## src/rtl/prbs_gen_param.sv

```systemverilog
// Multi-polynomial PRBS generator, DATA_W bits per beat on a valid/ready stream.
// Optional error injection is built when PRBS_ERR_INJECT_EN is defined.
module prbs_gen_param #(
  parameter int          DATA_W       = 8,
  parameter logic [30:0] DEFAULT_SEED = 31'h7FFF_FFFF
) (
  input  logic              clock,
  input  logic              reset,
  input  logic              enable,
  input  logic [2:0]        mode,
  input  logic              seed_load,
  input  logic [30:0]       seed,
  input  logic              out_ready,
  output logic              out_valid,
  output logic [DATA_W-1:0] out_data,
  output logic              mode_err
`ifdef PRBS_ERR_INJECT_EN
  ,
  input  logic              err_inject,
  output logic [15:0]       err_count,
  output logic              err_pending
`endif
);

  function automatic logic [30:0] nmask_of(input logic [2:0] m);
    logic [30:0] r;
    unique case (m)
      3'd0:    r = 31'h0000_007F;
      3'd1:    r = 31'h0000_01FF;
      3'd2:    r = 31'h0000_1FFF;
      3'd3:    r = 31'h0000_7FFF;
      3'd4:    r = 31'h007F_FFFF;
      default: r = 31'h7FFF_FFFF;
    endcase
    return r;
  endfunction

  // Tap bit e-1 for every non-constant exponent e of the polynomial
  function automatic logic [30:0] taps_of(input logic [2:0] m);
    logic [30:0] r;
    unique case (m)
      3'd0:    r = 31'h0000_0060;
      3'd1:    r = 31'h0000_0110;
      3'd2:    r = 31'h0000_1803;
      3'd3:    r = 31'h0000_6000;
      3'd4:    r = 31'h0042_0000;
      default: r = 31'h4800_0000;
    endcase
    return r;
  endfunction

  logic [30:0]       state;
  logic [2:0]        mode_reg;
  logic [30:0]       nxt_state;
  logic [DATA_W-1:0] nxt_data;
  logic [DATA_W-1:0] flip;
  logic [30:0]       ld_mask;
  logic [30:0]       ld_seed;
  logic              free;
  logic              go;

  assign free    = !out_valid || out_ready;
  assign go      = enable && free;
  assign ld_mask = nmask_of(mode);
  assign ld_seed = ((seed & ld_mask) == 31'd0) ? ld_mask
                                                : (seed & ld_mask);

  always_comb begin
    logic [30:0] s;
    logic [30:0] tap;
    logic [30:0] msk;
    logic        f;
    s        = state;
    tap      = taps_of(mode_reg);
    msk      = nmask_of(mode_reg);
    nxt_data = '0;
    for (int i = 0; i < DATA_W; i++) begin
      f = ^(s & tap);
      s = ((s << 1) | {30'd0, f}) & msk;
      nxt_data[DATA_W-1-i] = f;
    end
    nxt_state = s;
  end

  always_ff @(posedge clock) begin
    if (reset) begin
      state     <= DEFAULT_SEED & ld_mask;
      mode_reg  <= mode;
      mode_err  <= (mode >= 3'd6);
      out_valid <= 1'b0;
      out_data  <= '0;
    end else if (seed_load) begin
      state     <= ld_seed;
      mode_reg  <= mode;
      mode_err  <= (mode >= 3'd6);
      out_valid <= 1'b0;
    end else if (free) begin
      if (enable) begin
        state     <= nxt_state;
        out_data  <= nxt_data ^ flip;
        out_valid <= 1'b1;
      end else begin
        out_valid <= 1'b0;
      end
    end
  end

`ifdef PRBS_ERR_INJECT_EN
  always_comb begin
    flip           = '0;
    flip[DATA_W-1] = err_pending;
  end

  always_ff @(posedge clock) begin
    if (reset) begin
      err_pending <= 1'b0;
      err_count   <= 16'd0;
    end else if (seed_load) begin
      err_pending <= 1'b0;
    end else begin
      err_pending <= (err_pending && !go) || err_inject;
      if (go && err_pending && err_count != 16'hFFFF)
        err_count <= err_count + 16'd1;
    end
  end
`else
  assign flip = '0;
`endif

endmodule

```

## config.mk

```make
export PLATFORM = sky130hd
export DESIGN_NAME = prbs_gen_param
export DESIGN_NICKNAME = d
export VERILOG_FILES = /design/src/rtl/prbs_gen_param.sv
export SDC_FILE = /design/constraint.sdc
export NUM_CORES = 1
export LEC_CHECK = 0
export ABC_AREA = 1
export CAP_MARGIN = 30
export CORE_MARGIN = 4
export CORE_UTILIZATION = 33
export CTS_CLUSTER_DIAMETER = 80
export DETAILED_ROUTE_END_ITERATION = 16
export GPL_ROUTABILITY_DRIVEN = 0
export PLACE_DENSITY = 0.58
export RECOVER_POWER = 25
export SKIP_LAST_GASP = 1
export SYNTH_ARGS = -nofsm -noshare
export SYNTH_HDL_FRONTEND = slang
export SYNTH_SLANG_ARGS = --single-unit
```

## constraint.sdc

```tcl
create_clock -name clock -period 2.51 [get_ports clock]
set_input_delay 0.3765 -clock clock [delete_from_list [all_inputs] [get_ports clock]]
set_output_delay 0.3765 -clock clock [all_outputs]
set_load 0.01 [all_outputs]
```

==> summary.txt <==
STA
  – Setup ws final: -0.266 ns
  – Max-slew violation count: 0
  – Final Hold Fails: 0
  – Crit share post-route: 1.11
  – Highest Clock Rate: 360 MHz
  – Hold Worst Slack: 0.498 ns
  – Post-layout minimum cycle time: 2.78 ns
  – Final setup viols: 8
  – Least-Margin Pin Slew: 0.481 ns
  – RSZ-0062 raised after global routing: true
  – Slew HR: 0.675
  – Final Skew: 0.00660 ns

Clock tree
  – CTS tree: yes
  – Clock sinks: 44
  – Number of CTS-inserted buffers: 5
  – Root buffer cell: clkbuf_16
  – Longest Clk Path Bufs: 2
  – Clock Latency Late Sink: 0.29 ns
  – H-tree depth: 2
  – Worst-path clk slew: 0.07 ns

Finish
  – Largest register FFs: 31
  – Layout Utilization: 0.498
  – Fillers: 1123
  – Finished Layout Cells: 859
  – N_diodes: 0
  – Fin nets: 754
  – Layout cell share with drive strength beyond 1: 0.317
  – Synth-to-layout area growth: 46.2%

Hold path
  – WHS Endpoint: out_valid
  – Hold_sp: out_valid
  – HP Class: flip-flop to flip-flop
  – Hold path depth: 2

Critical path
  – CP required: 2.54 ns
  – CP most frequent cell: nand2_2
  – Setup crit start kind: flip-flop
  – Worst-path fanout max: 7
  – Worst reg2reg setup slack: -0.27 ns
  – Arrival time worst endpoint: 2.81 ns
  – Worst R2R End: state[0]
  – Slowest stage delay, CP: 0.50 ns
  – Critical path endpoint category: flip-flop
  – WS Path Type: flip-flop to flip-flop
  – Reg2reg start: mode_reg[0]
  – Cells along the critical path: buf_12, o21ai_2, nor2_1, nor2_1, nand3_1, nand2_2, nand2_2, nand2_2, nand2_2, nand4_1, nand2_4, buf_4, nand2_1, nand2_1, o21ai_1, nand2_1, inv_1, nand4_1, nand2_2, o21ai_2
  – Cells on worst reg2reg path: 20
  – Top delay family on crit path: simple AND/OR/NAND/NOR gates
  – Crit-path slowest cell: edfxtp_1
  – Worst path bufs/invs: 3

Drt
  – WL per Instance: 15.2 um
  – Routed vias/inst: 4.97
  – Via count: 4270
  – WL final: 13000 um
  – DRC: 0
  – DRT antenna net count: 0
  – DR iter-0 viols: 235
  – 1st-pass router iterations: 5

Yosys
  – #FFs+latches synth: 44
  – Top cell type's share of synthesized area: 0.268
  – Syn. warnings: 0
  – Top-count cell post-synth: nand2_1
  – Syn_nets: 608
  – Commonest cells in the netlist: nand2_1, inv_1, nor2_1
  – Dominant cell type by area after synthesis: edfxtp_1
  – Seq/Total Area, Yosys: 0.314
  – Mapped Area: 3930 um2
  – Number of enable flip-flop cells after synthesis: 35
  – Synthesized area per cell: 6.90 um2
  – Count of cell types in the netlist: 45
  – Primary FF master, synth: edfxtp_1
  – Cells after Synth: 569
  – Async SR Flop Fraction: 0
  – Largest cells by area after synthesis: edfxtp_1, nand2_1, inv_1

Floorplan
  – Ports: 49
  – Horiz. Die Dim: 117 um
  – Core ar.: 11500 um2
  – Die Footprint: 13700 um2
  – Row count: 39
  – Initial Utilization: 0.341
  – DIE HEIGHT: 117 um

Global routing
  – First-pass GRT wire length: 20600 um
  – Largest net degree at the start of global routing: 32
  – Gr ovfl total: 0
  – Initial antenna violation count: 0
  – Number of global-route vias before repair: 4149
  – GR Util All Layers: 0.192

Pwr
  – Power, Total: 0.00324 W
  – Max VDD drop: 0.370 mV
  – Leakage Power: 2.75 nW
  – PD cells: 565 nW/um2

Run
  – MaxCap Viol Count: 0

Place
  – Inst Count DP: 839
  – Port buffer count: 48
  – DP Wirelength: 10300 um

Outcome
  – Failing checks: negative setup slack
  – Status: finished, violations left
==> worst reg2reg max path: stages (launching register included) <==
cell and delay (ns):
edfxtp_1 0.50, buf_12 0.20, o21ai_2 0.14, nor2_1 0.06, nor2_1 0.18, nand3_1 0.15
nand2_2 0.08, nand2_2 0.06, nand2_2 0.10, nand2_2 0.07, nand4_1 0.13, nand2_4 0.09
buf_4 0.16, nand2_1 0.07, nand2_1 0.05, o21ai_1 0.06, nand2_1 0.08, inv_1 0.06
nand4_1 0.10, nand2_2 0.11, o21ai_2 0.06
==> repair_timing <==
item | 4_1_cts | 5_1_grt
resized for setup | 20 | 60
buffers inserted | 4 | 9
endpoints found under the setup margin | 11 | 29
hold buffers | 0 | 0
pin swaps | 8 | 37
==> metrics by stage <==
stage | setup TNS [ns] | setup slack, ns | instance area, um2
floorplan | 0 | 0.0591 | 3930
global placement | -6.41 | -0.292 | 5220
detailed placement | -7.54 | -0.356 | 5220
CTS | -1.00 | -0.191 | 5470
global route | -3.13 | -0.477 | 5740
finish | -1.54 | -0.266 | 5740
==> report_power, final <==
part | leakage [nW] | switching [W] | internal (W)
clock network | 0.0701 | 0.000285 | 0.000397
logic | 2.24 | 0.000882 | 0.000709
registers | 0.442 | 0.0000826 | 0.000887
==> per-layer routing <==
layer / wire (um) / track usage / share of wire
met1: 6050 / 0.266 / 0.46
met2: 6030 / 0.314 / 0.46
met3: 600 / 0.0175 / 0.046
met4: 354 / 0.0719 / 0.027
met5: 0 / 0 / 0
==> cell type report <==
cell class	count	area, um2	area share
multi-input combinational	422	2500	0.436
tap	143	179	0.0312
sequential	44	1230	0.215
clock inverter	1	7.51	0.00131
clock buffer	7	143	0.0249
inverter	85	339	0.0591
timing repair buffer	157	1340	0.233
==> cells in the final DEF, fill, tap and decap left out, types with 7 or more instances in the layout <==
master / Yosys / routed
a21oi_1: 11 / 9
buf_4: 1 / 99
buf_6: 6 / 7
clkdlybuf4s50_1: 0 / 35
dfxtp_1: 9 / 9
dlygate4sd3_1: 0 / 10
edfxtp_1: 35 / 35
inv_1: 75 / 72
inv_2: 5 / 7
nand2_1: 138 / 121
nand2_2: 26 / 36
nand2_4: 2 / 9
nand3_1: 44 / 36
nand3_2: 7 / 13
nand4_1: 14 / 14
nor2_1: 55 / 48
nor2_4: 6 / 10
o21ai_0: 51 / 48
xnor2_1: 8 / 7
xor2_1: 13 / 12
==> cells by family (layout without fill, tap and decap cells) <==
| kind of cell | after synthesis | count (layout) | synth area share |
|---|---|---|---|
| AO/OA/AOI/OAI | 92 | 92 | 0.139 |
| XOR/XNOR | 23 | 23 | 0.0552 |
| AND/OR/NAND/NOR | 307 | 307 | 0.379 |
| flip-flops | 44 | 44 | 0.314 |
| buffers and inverters | 103 | 250 | 0.114 |
==> worst max-delay path by stage <==
stage,start,endpoint,slack [ns],cells past startpoint
finish,mode_reg[0],state[0],-0.27,20
global route,mode_reg[0],state[2],-0.48,21
CTS,mode_reg[0],state[0],-0.19,20
detailed placement,mode[1],state[14],-0.36,11
global placement,mode[1],state[14],-0.29,11
floorplan,mode_reg[2],state[2],0.06,19
Power figures use the tool's default switching activity.
